**src/rtl/leb128_if.sv**
```systemverilog
// leb128_if: value-in / byte-out handshake bundle for leb128_encoder
interface leb128_if;
  logic [63:0] in_data;
  logic        in_signed;
  logic        in_valid;
  logic        in_ready;
  logic [7:0]  out_byte;
  logic        out_valid;
  logic        out_ready;
  logic        out_last;
  logic [3:0]  out_index;
  logic        busy;
  modport master (
    output in_data, in_signed, in_valid, out_ready,
    input  in_ready, out_byte, out_valid, out_last, out_index, busy
  );
  modport slave (
    input  in_data, in_signed, in_valid, out_ready,
    output in_ready, out_byte, out_valid, out_last, out_index, busy
  );
endinterface

```
**src/rtl/leb128_encoder.sv**
```systemverilog
// leb128_encoder: streaming unsigned/signed LEB128 encoder, one byte per cycle
// Signed (sLEB128) support is built only when LEB128_SIGNED_EN is defined.
module leb128_encoder #(
  parameter int WIDTH = 64
) (
  input  logic     clk,
  input  logic     reset,
  leb128_if.slave  bus
);
  typedef enum logic {IDLE, EMIT} state_t;
  state_t      state_q, state_d;
  logic [63:0] v_q, v_d;
  logic [3:0]  idx_q, idx_d;
  logic [63:0] rest, in_ext;
  logic        last, accept, advance, sx;
`ifdef LEB128_SIGNED_EN
  logic        sgn_q, sgn_d;
  always_comb begin
    sx     = bus.in_signed;
    sgn_d  = accept ? bus.in_signed : sgn_q;
    rest   = sgn_q ? 64'($signed(v_q) >>> 7) : v_q >> 7;
    last   = sgn_q ? ((rest == '0 && !v_q[6]) || (rest == '1 && v_q[6])) : rest == '0;
  end
  always_ff @(posedge clk)
    sgn_q <= reset ? 1'b0 : sgn_d;
`else
  always_comb begin
    sx   = 1'b0;
    rest = v_q >> 7;
    last = rest == '0;
  end
`endif
  always_comb begin
    in_ext        = (WIDTH == 32) ? {{32{sx & bus.in_data[31]}}, bus.in_data[31:0]} : bus.in_data;
    bus.busy      = state_q == EMIT;
    bus.out_valid = bus.busy;
    bus.out_last  = bus.busy && last;
    bus.out_byte  = bus.busy ? {~last, v_q[6:0]} : 8'h00;
    bus.out_index = idx_q;
    advance       = bus.busy && bus.out_ready;
    bus.in_ready  = (state_q == IDLE) || (advance && last);
    accept        = bus.in_valid && bus.in_ready;
    state_d       = accept ? EMIT : (advance && last) ? IDLE : state_q;
    v_d           = accept ? in_ext : (advance && !last) ? rest : v_q;
    idx_d         = accept ? 4'd0 : (advance && !last) ? idx_q + 4'd1 : idx_q;
  end
  always_ff @(posedge clk) begin
    state_q <= reset ? IDLE : state_d;
    v_q     <= reset ? '0 : v_d;
    idx_q   <= reset ? '0 : idx_d;
  end
endmodule

```
**src/flat_wrapper.sv**
```systemverilog
// flat-port wrapper written by rule: the top's interface ports become plain ports
module leb128_encoder_flat 
#(
  parameter int WIDTH = 64
)
  (clk, reset, bus_in_data, bus_in_signed, bus_in_valid, bus_out_ready, bus_in_ready, bus_out_byte, bus_out_valid, bus_out_last, bus_out_index, bus_busy);
  leb128_if bus_i ();
  input  logic clk;
  input  logic reset;
  input wire logic [$bits(bus_i.in_data)-1:0] bus_in_data;
  input wire logic [$bits(bus_i.in_signed)-1:0] bus_in_signed;
  input wire logic [$bits(bus_i.in_valid)-1:0] bus_in_valid;
  input wire logic [$bits(bus_i.out_ready)-1:0] bus_out_ready;
  output wire logic [$bits(bus_i.in_ready)-1:0] bus_in_ready;
  output wire logic [$bits(bus_i.out_byte)-1:0] bus_out_byte;
  output wire logic [$bits(bus_i.out_valid)-1:0] bus_out_valid;
  output wire logic [$bits(bus_i.out_last)-1:0] bus_out_last;
  output wire logic [$bits(bus_i.out_index)-1:0] bus_out_index;
  output wire logic [$bits(bus_i.busy)-1:0] bus_busy;
  assign bus_i.in_data = bus_in_data;
  assign bus_i.in_signed = bus_in_signed;
  assign bus_i.in_valid = bus_in_valid;
  assign bus_i.out_ready = bus_out_ready;
  assign bus_in_ready = bus_i.in_ready;
  assign bus_out_byte = bus_i.out_byte;
  assign bus_out_valid = bus_i.out_valid;
  assign bus_out_last = bus_i.out_last;
  assign bus_out_index = bus_i.out_index;
  assign bus_busy = bus_i.busy;
  leb128_encoder #(.WIDTH(WIDTH)) u_core (.clk(clk), .reset(reset), .bus(bus_i));
endmodule
```
**config.mk**
```make
export PLATFORM = sky130hd
export DESIGN_NAME = leb128_encoder_flat
export DESIGN_NICKNAME = d
export VERILOG_FILES = /design/src/rtl/leb128_if.sv /design/src/rtl/leb128_encoder.sv /design/src/flat_wrapper.sv
export SDC_FILE = /design/constraint.sdc
export NUM_CORES = 1
export LEC_CHECK = 0
export CAP_MARGIN = 20
export CORE_MARGIN = 2
export CORE_UTILIZATION = 35
export CTS_BUF_LIST = sky130_fd_sc_hd__clkbuf_8 sky130_fd_sc_hd__clkbuf_16
export CTS_CLUSTER_SIZE = 12
export DETAILED_ROUTE_END_ITERATION = 6
export PLACE_DENSITY_LB_ADDON = 0.12
export REMOVE_ABC_BUFFERS = 1
export SKIP_CTS_REPAIR_TIMING = 1
export SYNTH_ARGS = -nofsm -noshare
export SYNTH_HDL_FRONTEND = slang
export SYNTH_SLANG_ARGS = --single-unit
```
**constraint.sdc**
```tcl
create_clock -name clk -period 2.89 [get_ports clk]
set_clock_uncertainty 0.15 [all_clocks]
set_input_delay 0.578 -clock clk [delete_from_list [all_inputs] [get_ports clk]]
set_output_delay 0.578 -clock clk [all_outputs]
set_load 0.01 [all_outputs]
```
Word level (Yosys, flattened, before mapping)
Index checks and enable logic that the tools add are counted.
Widths: inputs -> output; s select.

word-level totals
  memories = 0
  bits in read-only memories = 0
  latch bits = 0
  memory bits (writable) = 0
  register bits = 69

operators by class
  $mul = 0
  eq/ne operators = 0
  divide/modulo/power cells = 0
  reduce and logical (&&, ||, !) cells = 11
  magnitude comparators = 0
  shift operators = 0
  bitwise gates (word level) = 2
  add/subtract/negate cells = 1
  mux-type cells = 5

operator list
  kind                 number
  $mux 64              2
  $logic_not 64->1     1
  $mux 8               1
  $logic_and 1x1->1    5
  $add 4x1->4 const B  1
  $reduce_bool 2->1    2
  $mux 1               2
  $not 1->1            2
  $reduce_or 2->1      1
  $logic_not 1->1      1
  $logic_or 1x1->1     1

Longest topological paths before layout
Gate-level depths: netlist (run 1).

  word-level depth = 5
  depth in mapped cells = 7
  depth with buffers taken out = 5

Least setup slack after synthesis (run 1)
Ideal clock, no wire load.

  path kind = register -> output
  from = register u_core.v_q[45]
  to = output port bus_out_last
  path buffers = 1
  required time = 2162 ps
  cell stages (with the launch flop) = 6
  slack = 568 ps
  arrival time = 1594 ps
  path through = dfxtp_1 nor4_1 nand4_1 nor4_4 clkbuf_1 and2_1

between the ends
  longest elaborated chain between the ends = 2

RTL lines
  item                    RTL line              source
  from (decl)             leb128_encoder.sv:12  logic [63:0] v_q, v_d;
  from (signal assigned)  leb128_encoder.sv:49  v_q <= reset ? '0 : v_d;
  $logic_not 64->1        leb128_encoder.sv:30  last = rest == '0;
  $logic_and 1x1->1       leb128_encoder.sv:37  bus.out_last = bus.busy && last;
  to (decl)               flat_wrapper.sv:17    output wire logic [$bits(bus_i.out_last)-1:0] bus_out_last;

Every way passes these cells.

Final worst setup path (run 1)
  from = register u_core.v_q[61]
  to = output port bus_in_ready

between the ends
  longest elaborated chain between the ends = 3

RTL lines
  item               RTL line              source
  $logic_not 64->1   leb128_encoder.sv:30
  $logic_and 1x1->1  leb128_encoder.sv:41  bus.in_ready = (state_q == IDLE) || (advance && last);
  $logic_or 1x1->1   leb128_encoder.sv:41
  to (decl)          flat_wrapper.sv:14    output wire logic [$bits(bus_i.in_ready)-1:0] bus_in_ready;

Every way passes these cells.

==> results list, run 1 <==
- Critical Path Fanout Max: 4
* Maximum number of pins on one net before global-route repair: 58
- The netlist uses 35 different library cells.
- Power Total: 0.00235 W
- Worst hold path class: register to register
- P_leak: 2.01 nW
* CP Capture Type: primary output
- Violation count after the first detailed-routing iteration: 139
- WP data required: 2.16 ns
* Number of top-level pins: 85
- Summing all multi-input logic gate instances after layout gives 1730 µm².
- Kind of critical path: register to primary output
* Final std cell area, no fill: 4500 µm²
- Vias per Instance: 5.88
- Setup violations remaining at the end of the flow were counted as 0.
* Chip width: 100 µm
* Layout cells sized above 1: between 10% and 20%
- H-tree levels: 3
- Worst-Skew Late Latency: 0.34 ns
- Crit start category: register
- Fmax: 359 MHz
- The root buffer cell chosen for the clock tree is sky130_fd_sc_hd__clkbuf_8.
- CTS sink count: 69
- Of all flip-flops after synthesis, the portion carrying an async set or reset was 0%.
- Summing over every cut layer, the via total after detailed routing is about 3k.
* FILL cells: 876
- The first TritonRoute pass finished after 4 iterations.
- The repair_antennas step left the layout with diodes totalling 0.
* Max Slew Vio Count: 0
- Number of rows in the core area: 35
* Die Area: 10100 µm²
- Across every metal layer, demand over resource in global routing totals 18.4%.
- Total wire length after detailed routing: 9230 µm
- Clock-pin slew on the worst setup and hold paths: 0.08 ns
- TritonCTS built the clock tree.
- The die is 100 µm tall.
- Detailed-route wire length per cell: around 18 µm
- In this run, CTS created clock tree buffers numbering 9.
- Subtracting the final worst setup slack from the clock period gives between 2 and 3 ns.
- In the final timing run, aggregate negative setup slack is 0 ns.
* Average cell area after synthesis: between 10 and 15 µm²
- In this run the cell area measured after placement is 4250 µm².
* Cell types occupying the most area after synthesis: sky130_fd_sc_hd__dfxtp_1, sky130_fd_sc_hd__o211a_1, sky130_fd_sc_hd__o32a_1
- The number of antenna violations at the first check in global routing was 0.
- Net count reported at finish: about 470
* Remaining max-slew budget at the tightest pin: 60.1%
* Number of synthesized flops with an enable pin: 0
- Share of the synthesized area in the top cell type: between 40% and 50%
- Syn Inst Count: approximately 320
- Placed Cells: 494
* Final worst path period share: a little over nine tenths
- Yosys top cell by area: sky130_fd_sc_hd__dfxtp_1
- Sequential standard cell area: between 1000 and 1500 µm²
- At the pin with the least slew margin, the transition time is 0.597 ns.
* Total global routing overflow: 0
* Number of endpoints with negative hold slack in the final report: 0
* Total core area: between 9000 and 10000 µm²
* Internal power contribution: around 0.0017 W
- Status: completed
* Count of non-filler cells in the finished layout: 511
* Sequential share of power: 47.4%
- Worst Path Arrival: 2.06 ns
- Clock power share: 32.8%
- Across the VDD grid, the largest voltage drop is 0.314 mV.
* Detail Route Antenna Nets: 0
- The number of global-route vias before repair was 2871.
- Net switching fraction of the power: between 20% and 30%
- Count of state elements after synthesis: 69
- Sequential element share of the synthesized area: 42.4%
- Combinational share of power: 19.8%
- Detailed-placement wirelength estimate: between 6000 and 7000 µm
- Effective utilization at floorplan: 35.6%
* Layout overhead on the synthesized area: 38.2%
- Unrepaired setup endpoints after global routing: yes
- Buffers placed on the I/O ports in this run total 83.
- Netlist area before placement: between 3000 and 4000 µm²
- Power per unit of standard cell area: approximately 520 nW/µm²
* Timing startpoint of the critical path: u_core.v_q[61]
- The first global-routing pass estimated 14700 µm of wire.
- Maximum Capacitance Violations: 0
* Number of synthesis warnings: 0
- The worst hold path begins at u_core.bus.out_index[3].
- Maximum count of clock buffers along a single path: 2
- The analysis attributes to net switching a power of around 0.00062 W.
- DRC errors left: 0
- The startpoint identified for the worst register-to-register timing path is u_core.v_q[61].
- Post-synth top flop: sky130_fd_sc_hd__dfxtp_1
- The congestion estimate from routability-driven global placement came to 0.715.
-- power by group through the flow --
stage | Clock (W) | Combinational (W) | Sequential (W)
floorplan | 0 | 0.000271 | 0.00110
global placement | 0 | 0.000455 | 0.00113
detailed placement | 0 | 0.000459 | 0.00113
CTS | 0.000792 | 0.000462 | 0.00111
global route | 0.000829 | 0.000507 | 0.00113
finish | 0.000772 | 0.000464 | 0.00111
-- worst max-delay path, cell delays in order, from the launching register on --
cell                             delay (ns)
sky130_fd_sc_hd__dfxtp_1               0.35
sky130_fd_sc_hd__nor4_2                0.31
sky130_fd_sc_hd__nand4_1               0.19
sky130_fd_sc_hd__nor4_4                0.44
sky130_fd_sc_hd__buf_4                 0.18
sky130_fd_sc_hd__nand2_1               0.04
sky130_fd_sc_hd__nand2_1               0.05
sky130_fd_sc_hd__dlymetal6s2s_1        0.16
-- worst paths after layout --
path / slack (ns) / end / cells past startpoint
setup reg to reg: 0.14 / u_core.v_q[55] / 7
hold reg to reg: 0.35 / u_core.bus.out_index[3] / 2
hold / removal: 0.35 / u_core.bus.out_index[3] / 2
setup / recovery: 0.10 / bus_in_ready / 7
-- metal layers --
metal | vias up | routed length, µm | track usage (%)
met5 | - | 0 | 0
met4 | 0 | 58 | 5.06
met3 | 4 | 404 | 3.95
met1 | 1457 | 4560 | 25.7
li1 | 1457 | - | -
met2 | 85 | 4200 | 28.8
-- metrics by stage --
step           setup WS (ns)  hold WS, ns  util (%)
2_1_floorplan          -2.15        0.316         -
3_3_place_gp           0.122        0.320      46.4
3_5_place_dp           0.115        0.343      46.4
4_1_cts               -0.244        0.354      48.5
5_1_grt             -0.00884        0.369      49.2
6_report               0.101        0.350      49.2
-- registers in the layout (all words and copies together), names as in the netlist --
name / cells
u_core.v_q: 64
u_core.bus.busy: 1
u_core.bus.out_index: 4
-- placed cells by master, fill, tap and decap left out, types with 3 or more instances in the layout --
master / count
sky130_fd_sc_hd__nand2b_1: 7
sky130_fd_sc_hd__o32ai_1: 7
sky130_fd_sc_hd__o21ai_0: 10
sky130_fd_sc_hd__clkbuf_8: 10
sky130_fd_sc_hd__nor4_2: 6
sky130_fd_sc_hd__a221oi_1: 7
sky130_fd_sc_hd__dfxtp_1: 69
sky130_fd_sc_hd__buf_4: 16
sky130_fd_sc_hd__o32a_1: 50
sky130_fd_sc_hd__dlymetal6s2s_1: 3
sky130_fd_sc_hd__nand3_1: 3
sky130_fd_sc_hd__nand4_1: 3
sky130_fd_sc_hd__a211oi_1: 4
sky130_fd_sc_hd__o22ai_1: 7
sky130_fd_sc_hd__o211a_1: 50
sky130_fd_sc_hd__nor2_1: 4
sky130_fd_sc_hd__nor4_1: 7
sky130_fd_sc_hd__or2_2: 6
sky130_fd_sc_hd__clkdlybuf4s50_1: 80
sky130_fd_sc_hd__inv_1: 17
sky130_fd_sc_hd__and2_1: 8
-- synth_stat cells (all sizes together), types with 2 or more instances --
master	count
dfxtp	69
o211a	50
o32a	50
clkbuf	28
inv	16
nor4	14
buf	11
o21ai	11
and2	8
a221oi	7
nand2b	7
o22ai	7
o32ai	7
or2	7
a211oi	4
nor2	4
nand2	3
nand3	3
nand4	3
a21oi	2
or3	2
-- final cells by class --
class                      instances  area share, %
sequential                        69           30.7
inverter                          16           1.33
timing repair buffer             101           22.2
clock inverter                     5           1.17
clock buffer                      10           3.06
tap                              111           3.09
multi-input combinational        199           38.5
-- cells by family after synthesis --
logic type / Yosys count / synth area share (%)
compound gates: 143 / 40.0
flops: 69 / 42.4
buf+inv: 55 / 6.80
simple gates: 55 / 10.4
fa+ha+maj: 1 / 0.384
Power figures use the tool's default switching activity.
==> inputs of run 2 (changes only) <==
--- a/config.mk
+++ b/config.mk
@@ -11,6 +11,7 @@
 export CTS_BUF_LIST = sky130_fd_sc_hd__clkbuf_8 sky130_fd_sc_hd__clkbuf_16
 export CTS_CLUSTER_SIZE = 12
 export DETAILED_ROUTE_END_ITERATION = 6
+export DONT_BUFFER_PORTS = 1
 export PLACE_DENSITY_LB_ADDON = 0.12
 export REMOVE_ABC_BUFFERS = 1
 export SKIP_CTS_REPAIR_TIMING = 1
==> run 2 against run 1 <==
Compared with the run above:
- sequential power is essentially flat
- flip-flop and latch count unchanged
- first-iteration DRC count is 7.2% lower
- clock-buffer cell count is 1 higher
- worst hold slack got worse by 0.20 ns
- cell area down 21%
- non-clock buffer count decreased by 90
- total power is 5.7% lower
- clock power is 0.6% higher
- critical path depth fell by 2
- sequential share of layout area is 8.0 points higher
- critical path type unchanged
- critical endpoint is now bus_out_last
- highest routed layer unchanged
==> results list, run 2 (synthesized netlist as in run 1, its figures left out) <==
* Number of endpoints with negative hold slack in the final report: 0 (unchanged)
- The highest achievable clock rate came to 365 MHz (+1.8%).
* Power per unit of standard cell area: 620 nW/µm² (+19%)
- The maximum number of pins on one net before global-route repair is 58 (unchanged).
- Maximum Capacitance Violations: 0 (unchanged)
* Worst VDD drop: 0.343 mV (+9.4%)
- Via count of the first global-routing pass: 2625 (-8.6%)
* Most flops, register: u_core.v_q
- The placeable core region came to 9150 µm² (unchanged).
- The min-delay analysis places its worst path in the category input port to register.
* Chip width: 100 µm (unchanged)
- STA classifies the critical path startpoint as a register.
* Vias per Instance: 6.42 (+9.3%)
- End of the worst hold path: u_core.bus.busy
- Final setup violation count: 0 (unchanged)
- The number of antenna violations at the first check in global routing is 0 (unchanged).
- The setup slack on the worst flop-to-flop path was 0.52 ns (+0.38 ns).
* Register-to-Register Path Depth: 7 (unchanged)
* Total vias in the final route: 2691 (-10%)
* Status: completed
- The normalized max-slew margin was 61.4% (+1.3 points).
- The initial cell density of the core came to 35.6% (unchanged).
- Pre-Repair DR Iteration Count: 5 (+1)
- The worst hold slack after final layout came to 0.151 ns (-0.200 ns).
* Cts bufs inserted: 9 (unchanged)
- In this run the most used layer during global routing was met2.
* Critical Path Fanout Max: 23 (+19)
- The minimum period implied by the final worst setup slack came to 2.74 ns (-0.0484 ns).
* Worst Path Arrival: 2.01 ns (-0.05 ns)
* Number of top-level pins: 85 (unchanged)
* WP data required: 2.16 ns (about the same)
- The number of nets in the finished design is 376 (-19%).
- The die boundary height came to 100 µm (unchanged).
- Worst Max-Slew Pin Slew: 0.577 ns (-0.0197 ns)
- The cell depth of the worst hold path was 1 (-1).
- Global-route wire length before repair: 14100 µm (-4.3%)
* Worst-Skew Late Latency: 0.34 ns (about the same)
* Max Slew Vio Count: 0 (unchanged)
* CP Capture Type: primary output
* Met3 Resource Use GR: 6.31% (+2.4 points)
* Aggregate negative setup slack: 0 ns (unchanged)
* Layout overhead on the synthesized area: 9.68%
- Leaving out fill and tap cells, the most frequent cell in the layout is sky130_fd_sc_hd__dfxtp_1.
- The DRC violation count after routing came to 0 (unchanged).
- The routed length per placed instance came to 21.5 µm (+19%).
- Max FFs per register: 64 (unchanged)
- P_leak: 1.61 nW (-20%)
* Number of I/O port buffers: 0 (-100%)
* Violation count after the first detailed-routing iteration: 129 (-7.2%)
- The maximum root-to-sink buffer count was 2 (unchanged).
- Kind of critical path: register to primary output
- Number of rows in the core area: 35 (unchanged)
- Detailed-placement wirelength estimate: 5860 µm (-3.3%)
- Unrepaired setup endpoints after global routing: no
- The diode insertion count for antenna repair was 0 (unchanged).
- The area of the die is 10100 µm² (unchanged).
- The global routing usage on met2 was 27.9% (-0.93 points).
- Power Total: 0.00222 W (-5.7%)
* H-tree levels: 3 (unchanged)
* Global-route met1 utilization: 23.7% (-2.0 points)
* Hold path start: reset
- Final worst path period share: 94.8% (-1.7 points)
* Detail Route Antenna Nets: 0 (unchanged)
- Total global routing overflow: 0 (unchanged)
* Worst R2R Start: u_core.v_q[39]
- Cell at the root of the clock tree: sky130_fd_sc_hd__clkbuf_8
- Most used cells in the layout excluding fill and tap cells: sky130_fd_sc_hd__dfxtp_1, sky130_fd_sc_hd__o32a_1, sky130_fd_sc_hd__o211a_1
- Final weighted congestion of routability-driven global placement: 0.713 (-0.27%)
- The number of clock sinks was 69 (unchanged).
- Clock-pin slew on the worst setup and hold paths: 0.07 ns (about the same)
- The endpoint identified for the worst register-to-register timing path is u_core.v_q[57].
* TritonCTS clock tree: built
* Total wire length after detailed routing: 9020 µm (-2.3%)
- The fraction of final layout cells with drive strength greater than 1 was 12.0% (-0.74 points).
* Aggregate global-route resource usage: 17.8% (-0.57 points)
run 2: changes by cell type in the layout (fill, tap and decap cells not counted), sizes merged:
| cell | change |
|---|---|
| buf | -7 |
| dlymetal6s2s | -3 |
| clkbuf | +1 |
| inv | -1 |
| clkdlybuf4s50 | -80 |
| clkinv | -2 |
run 2: layer usage:
layer	vias to the layer above	wire, µm	part of all wire (%)
met5	-	0	0
met4	0	101	1.1
met3	9	839	9.3
met2	98	4170	46
met1	1308	3900	43
li1	1276	-	-
run 2: worst max-delay path: stages (launching register included):
cell and delay (ns):
sky130_fd_sc_hd__dfxtp_1 0.33, sky130_fd_sc_hd__nor4_1 0.35, sky130_fd_sc_hd__nand4_1 0.22, sky130_fd_sc_hd__nor4_4 0.32
sky130_fd_sc_hd__buf_6 0.24, sky130_fd_sc_hd__and2_1 0.20
run 2: area by class of cell:
class,count,area [µm²]
clock buffer,11,151
clock inverter,2,35.0
fill,913,5580
inverter,16,60.1
multi-input combinational,199,1690
sequential,69,1380
tap,111,139
timing repair buffer,11,111
run 2: report_power, final:
group | total, W | switching, W | internal [W]
combinational | 0.000329 | 0.000152 | 0.000177
sequential | 0.00111 | 0.0000759 | 0.00103
clock | 0.000777 | 0.000347 | 0.000430
run 2: worst max path at each step:
stage | from | end | slack, ns | cells past startpoint
2_1_floorplan | u_core.v_q[45] | u_core.v_q[10] | -2.15 | 5
3_3_place_gp | u_core.v_q[45] | bus_out_last | 0.45 | 5
3_5_place_dp | u_core.v_q[45] | bus_out_last | 0.45 | 5
4_1_cts | u_core.v_q[45] | bus_out_last | 0.07 | 5
5_1_grt | u_core.v_q[39] | bus_out_last | 0.05 | 5
6_report | u_core.v_q[39] | bus_out_last | 0.15 | 5
run 2: per-stage QoR:
step           cell area, µm²  utilization [%]  instances  setup slack [ns]
6_report                 3570             39.0        419             0.150
5_1_grt                  3570             39.0        419            0.0465
3_5_place_dp             3380             37.0        406             0.449
2_1_floorplan            3100                -        284             -2.15
4_1_cts                  3570             39.0        419            0.0735
3_3_place_gp             3380             37.0        406             0.449
